## src/rtl/keypad_pkg.sv

```systemverilog
// keypad_pkg: shared state type, idle patterns and index/encoding helpers
// for the 4x4 keypad scanner.
package keypad_pkg;
  typedef enum logic [1:0] {SCAN, DEBOUNCE, PRESSED, RELEASE} state_e;
  localparam logic [3:0] COL_INIT = 4'b1110;
  localparam logic [3:0] ROW_IDLE = 4'b1111;
  typedef struct packed {
    logic       valid;
    logic [1:0] idx;
  } onehot_idx_t;
  function automatic onehot_idx_t onehot_low_idx(input logic [3:0] v);
    onehot_idx_t r;
    r.valid = 1'b1;
    case (v)
      4'b1110: r.idx = 2'd0;
      4'b1101: r.idx = 2'd1;
      4'b1011: r.idx = 2'd2;
      4'b0111: r.idx = 2'd3;
      default: begin
        r.idx   = 2'd0;
        r.valid = 1'b0;
      end
    endcase
    return r;
  endfunction
  // True when exactly one line is pulled low (one key, no ghosting).
  function automatic logic is_single_low(input logic [3:0] v);
    logic [3:0] z;
    z = ~v;
    return (z != 4'd0) && ((z & (z - 4'd1)) == 4'd0);
  endfunction
  function automatic logic [3:0] encode(input logic [3:0] col, input logic [3:0] row);
    onehot_idx_t c;
    onehot_idx_t r;
    c = onehot_low_idx(col);
    r = onehot_low_idx(row);
    return (c.valid && r.valid) ? {c.idx, r.idx} : 4'd0;
  endfunction
endpackage

```

## src/rtl/keypad_row_sync.sv

```systemverilog
// keypad_row_sync: two-flop synchroniser for the asynchronous row lines,
// reset to the idle (all released) pattern.
module keypad_row_sync
  import keypad_pkg::*;
(
  input  logic       clk,
  input  logic       rst_n,
  input  logic [3:0] row,
  output logic [3:0] row_s
);
  logic [3:0] meta_q;
  logic [3:0] sync_q;
  always_ff @(posedge clk or negedge rst_n) begin
    if (!rst_n) begin
      meta_q <= ROW_IDLE;
      sync_q <= ROW_IDLE;
    end else begin
      meta_q <= row;
      sync_q <= meta_q;
    end
  end
  assign row_s = sync_q;
endmodule

```

## src/rtl/keypad_scanner.sv

```systemverilog
// keypad_scanner: rotates the column drive, debounces press and release, and
// hands one key code per physical press to the consumer over valid/ready.
module keypad_scanner
  import keypad_pkg::*;
#(
  parameter int SCAN_DIV     = 1000,
  parameter int DEBOUNCE_CYC = 20000
) (
  input  logic       clk,
  input  logic       reset,
  input  logic [3:0] row,
  output logic [3:0] shift_col,
  output logic [3:0] key_code,
  output logic       key_valid,
  input  logic       key_ready,
  output logic       key_held
);
  localparam int SW = $clog2(SCAN_DIV);
  localparam int DW = $clog2(DEBOUNCE_CYC + 1);
  localparam logic [SW-1:0] SCAN_LAST = SW'(SCAN_DIV - 1);
  localparam logic [DW-1:0] DEB_MAX   = DW'(DEBOUNCE_CYC);

  logic [3:0]    row_s;
  state_e        state_q, state_d;
  logic [3:0]    col_q, col_d;
  logic [SW-1:0] scan_cnt_q, scan_cnt_d;
  logic [DW-1:0] deb_cnt_q, deb_cnt_d;
  logic [3:0]    row_cap_q, row_cap_d;
  logic [3:0]    code_q, code_d;
  logic          valid_q, valid_d;
  logic          held_q, held_d;
  logic [3:0]    col_rot;
  logic [DW-1:0] deb_inc;
  logic          scan_last, deb_done, row_idle;

  keypad_row_sync u_sync (
    .clk   (clk),
    .rst_n (reset),
    .row   (row),
    .row_s (row_s)
  );

  assign col_rot   = {col_q[2:0], col_q[3]};
  assign deb_inc   = deb_cnt_q + DW'(1);
  assign deb_done  = deb_inc == DEB_MAX;
  assign scan_last = scan_cnt_q == SCAN_LAST;
  assign row_idle  = row_s == ROW_IDLE;

  always_comb begin
    state_d    = state_q;
    col_d      = col_q;
    scan_cnt_d = scan_cnt_q;
    deb_cnt_d  = deb_cnt_q;
    row_cap_d  = row_cap_q;
    code_d     = code_q;
    valid_d    = valid_q;
    held_d     = held_q;
    case (state_q)
      SCAN: begin
        scan_cnt_d = scan_last ? '0 : scan_cnt_q + SW'(1);
        if (scan_last && is_single_low(row_s)) begin
          state_d   = DEBOUNCE;
          row_cap_d = row_s;
        end else if (scan_last) begin
          col_d = col_rot;
        end
      end
      DEBOUNCE: begin
        deb_cnt_d = deb_inc;
        if (row_s != row_cap_q) begin
          state_d = SCAN;
          col_d   = col_rot;
        end else if (deb_done) begin
          state_d = PRESSED;
          code_d  = encode(col_q, row_cap_q);
          valid_d = 1'b1;
          held_d  = 1'b1;
        end
      end
      PRESSED: begin
        if (valid_q && key_ready) begin
          valid_d = 1'b0;
          state_d = RELEASE;
        end
      end
      RELEASE: begin
        deb_cnt_d = row_idle ? deb_inc : '0;
        if (row_idle && deb_done) begin
          held_d  = 1'b0;
          col_d   = col_rot;
          state_d = SCAN;
        end
      end
      default: state_d = SCAN;
    endcase
    // Every state starts its timing from zero.
    if (state_d != state_q) begin
      scan_cnt_d = '0;
      deb_cnt_d  = '0;
    end
  end

  always_ff @(posedge clk or negedge reset) begin
    if (!reset) begin
      state_q    <= SCAN;
      col_q      <= COL_INIT;
      scan_cnt_q <= '0;
      deb_cnt_q  <= '0;
      row_cap_q  <= ROW_IDLE;
      code_q     <= 4'd0;
      valid_q    <= 1'b0;
      held_q     <= 1'b0;
    end else begin
      state_q    <= state_d;
      col_q      <= col_d;
      scan_cnt_q <= scan_cnt_d;
      deb_cnt_q  <= deb_cnt_d;
      row_cap_q  <= row_cap_d;
      code_q     <= code_d;
      valid_q    <= valid_d;
      held_q     <= held_d;
    end
  end

  assign shift_col = col_q;
  assign key_code  = code_q;
  assign key_valid = valid_q;
  assign key_held  = held_q;
endmodule

```

## config.mk

```make
export PLATFORM = sky130hd
export DESIGN_NAME = keypad_scanner
export DESIGN_NICKNAME = d
export VERILOG_FILES = /design/src/rtl/keypad_pkg.sv /design/src/rtl/keypad_row_sync.sv /design/src/rtl/keypad_scanner.sv
export SDC_FILE = /design/constraint.sdc
export NUM_CORES = 1
export LEC_CHECK = 0
export CORE_ASPECT_RATIO = 2
export CORE_MARGIN = 4
export CORE_UTILIZATION = 59
export CTS_CLUSTER_SIZE = 16
export DETAILED_ROUTE_END_ITERATION = 12
export PLACE_DENSITY_LB_ADDON = 0.1
export SYNTH_ARGS = -nofsm -noshare
export SYNTH_HDL_FRONTEND = slang
export SYNTH_SLANG_ARGS = --single-unit
```

## constraint.sdc

```tcl
create_clock -name clk -period 2.7 [get_ports clk]
set_input_delay 0.54 -clock clk [delete_from_list [all_inputs] [get_ports clk]]
set_output_delay 0.54 -clock clk [all_outputs]
set_load 0.005 [all_outputs]
```

==> reports/summary.txt <==
H-tree level count - 2
Asr flop ratio synth - 100%
Fin Hold WS - 0.361 ns
Filler cells - 363
Reg2Reg Setup Slack - 0.21 ns
Post-Route WL - 5.73 mm
Grt total ovfl - 0
Final Hold Vio Count - 0
First-pass DRT Iterations - 4
Post-synth top area cell - dfrtp_1
Die X-Extent - 55.7 um
Synth Area in Compound Gates - 13.2%
Die Y - 103 um
Number of global-route vias before repair - 2188
Nets@finish - 316
Root buffer cell - clkbuf_8
Share of layout cells above drive strength 1 - 16.9%
Die area - 5750 um2
Flops & latches, synth - 49
Synth Flop Type - dfrtp_1
Adder-cell share of the synthesized area - 0.933%
Pwr dens - 506 nW/um2
WP data required - 2.89 ns
R2r worst-path depth - 8
Slew Limit Fails - 0
R2r endpoint - shift_col[0]$_DFFE_PN0P_
Post-Syn Area per Cell - 9.47 um2
Crit-path slowest cell - dfrtp_1
Routed vias/inst - 6.07
Core area - 4380 um2
Critical path class - reg2reg
CTS tree - done
Post-synthesis cell area - 2680 um2
EDFF count, synth - 0
HPWL after DPL - 4.20 mm
CTS Hold Bufs - 0
Final worst-path cycle share - 92.1%
IO buf count - 16
Most frequent cells after synthesis - nand2_1 (39), dfrtp_1 (34), nand3_1 (25)
Peak supply drop - 479 uV
Max-cap violations - 0
Setup TNS - 0 ns
Initial Util - 61.2%
Pin count of the biggest net entering global routing - 44
DRT antenna net count - 0
Cells along the critical path - ha_2 > and4_1 > nand3_1 > xnor2_1 > and3_4 > a41oi_1 > or3_4 > mux2_1
# IOs - 17
Final setup violating endpoints - 0
Fmax - 402 MHz
Worst-Skew Late Latency - 0.31 ns
RSZ-0062 raised after global routing - false
Slew headroom - 36.7%
Antenna cells - 0
CP peak stage delay - 0.44 ns
CTS Buffer Depth - 2
Post-synthesis mux area share - 5.79%
Row cnt - 34
Worst r2r src - deb_cnt_q[0]$_DFFE_PN0P_
Crit path launch - deb_cnt_q[0]$_DFFE_PN0P_
Critical Path AT - 2.68 ns
Crit Path Max Fanout - 7
Worst hold-check path type - in2async
Yosys warning count - 0
First-pass GRT wire length - 10.0 mm
Final clock skew - 0.0142 ns
Clk slew on worst S/H paths - 0.09 ns
Worst setup SP type - flop
Remaining DRCs - 0
DR vias - 2196
Top cell type's share of synthesized area - 31.7%
TritonCTS buffer count - 5
Synth unique cells - 48
Status - complete, no violations
GP Congestion - 0.900
CTS Sinks - 49
DR WL/cell - 15.8 um
Synthesized net count - 292
Most instantiated library cell after synthesis - nand2_1
Synth Area in XOR/XNOR - 4.90%
Top post-synthesis cells by area - dfrtp_1 (32%), dfstp_2 (15%), nand2_1 (5.5%), nand3_1 (4.7%), xor2_1 (3.6%)
Overall Global Routing Usage - 21.9%
Post-Syn Instances - 283
Antenna violations before repair - 0
CP Capture Type - flop
Crit path time final - 2.49 ns
Initial drt markers - 88
Post-Synth Simple-Gate Area - 26.4%
Critical Path Sink - shift_col[0]$_DFFE_PN0P_
Largest family of logic cells by synthesized area - simple AND/OR/NAND/NOR gates
Leak - 1.36 nW
Layout area overhead - 14.2%
Worst-margin pin slew - 0.949 ns
Sequential fraction of the synthesis area - 46.4%
[registers in the layout, indices dropped and copies added, names as in the netlist]
name and count:
key_valid 1, row_cap_q 4, deb_cnt_q 15, state_q 2
key_held 1, scan_cnt_q 10, u_sync.row_s 4, u_sync.meta_q 4
shift_col 4, key_code 4
[layer usage]
layer,vias up,GRT usage (%),wire (um)
met5,-,0,0
met4,0,11.0,170
met3,15,3.48,163
met2,38,40.5,3140
met1,1069,24.1,2260
li1,1074,-,-
[stage by stage]
step           utilization (%)  worst slack (ns)  cells  instance area (um2)  total power [mW]
2_1_floorplan                -             0.363    283                 2680             0.990
3_3_place_gp              66.8             0.220    352                 2930              1.04
3_5_place_dp              66.8             0.161    352                 2930              1.05
4_1_cts                   69.3             0.124    360                 3040              1.57
5_1_grt                   69.9            0.0510    362                 3060              1.63
6_report                  69.9             0.214    362                 3060              1.55
[critical path: cells and delay by family, from the launching register on]
family	cells	cell delay, ns
adders and majority gates	1	0.26
and+or+nand+nor	4	1.07
muxes	1	0.32
AOI/OAI and AO/OA	1	0.11
DFF	1	0.44
xor gates and xnor gates	1	0.18
[kinds of logic (layout without fill, tap and decap cells)]
group | count (synthesis) | count (layout)
and+or+nand+nor | 130 | 130
adders and majority gates | 2 | 2
buffers and inverters | 16 | 41
xor gates and xnor gates | 15 | 15
muxes | 14 | 14
DFF | 49 | 49
AOI/OAI and AO/OA | 57 | 57
[power breakdown]
group	switching, mW	internal [mW]
clock network	0.261	0.246
registers	0.0765	0.799
logic	0.0904	0.0779
total	0.428	1.12
[repair_timing]
action	CTS	global route
setup buffers	0	2
endpoints found under the setup margin	0	7
hold endpoints to repair	0	0
gates resized for setup	0	2
[final cells by class]
type	instances	area (um2)	share of cell area [%]
Clock buffer	6	93.8	3.06
Clock inverter	2	17.5	0.572
Inverter	7	26.3	0.858
Multi-Input combinational cell	218	1380	45.1
Sequential cell	49	1240	40.7
Tap cell	54	67.6	2.21
Timing Repair Buffer	26	230	7.52
[how the worst min path moves through the flow]
stage	startpoint	end	slack, ns	depth (start not counted)
2_1_floorplan	reset	deb_cnt_q[0]$_DFFE_PN0P_	0.24	0
3_3_place_gp	u_sync.meta_q[1]$_DFF_PN1_	u_sync.row_s[1]$_DFF_PN1_	0.35	0
3_5_place_dp	u_sync.meta_q[1]$_DFF_PN1_	u_sync.row_s[1]$_DFF_PN1_	0.35	0
4_1_cts	u_sync.meta_q[1]$_DFF_PN1_	u_sync.row_s[1]$_DFF_PN1_	0.36	0
5_1_grt	u_sync.meta_q[1]$_DFF_PN1_	u_sync.row_s[1]$_DFF_PN1_	0.37	0
6_report	reset	key_code[1]$_DFFE_PN0P_	0.36	1
[cell usage in the layout (no fill, tap or decap), drive strengths merged, types with 4 or more instances in the layout]
cell and n:
nor2 16, o21ai 18, nand4 7, nand2 39, clkbuf 6, a31oi 11, xnor2 4, dfrtp 34
buf 11, and2 6, clkdlybuf4s50 15, or3 4, nand3 26, mux2 12, inv 9, a21oi 13
xor2 11, nor3 7, dfstp 15, and3 12
(Power assumes the default switching activity.)
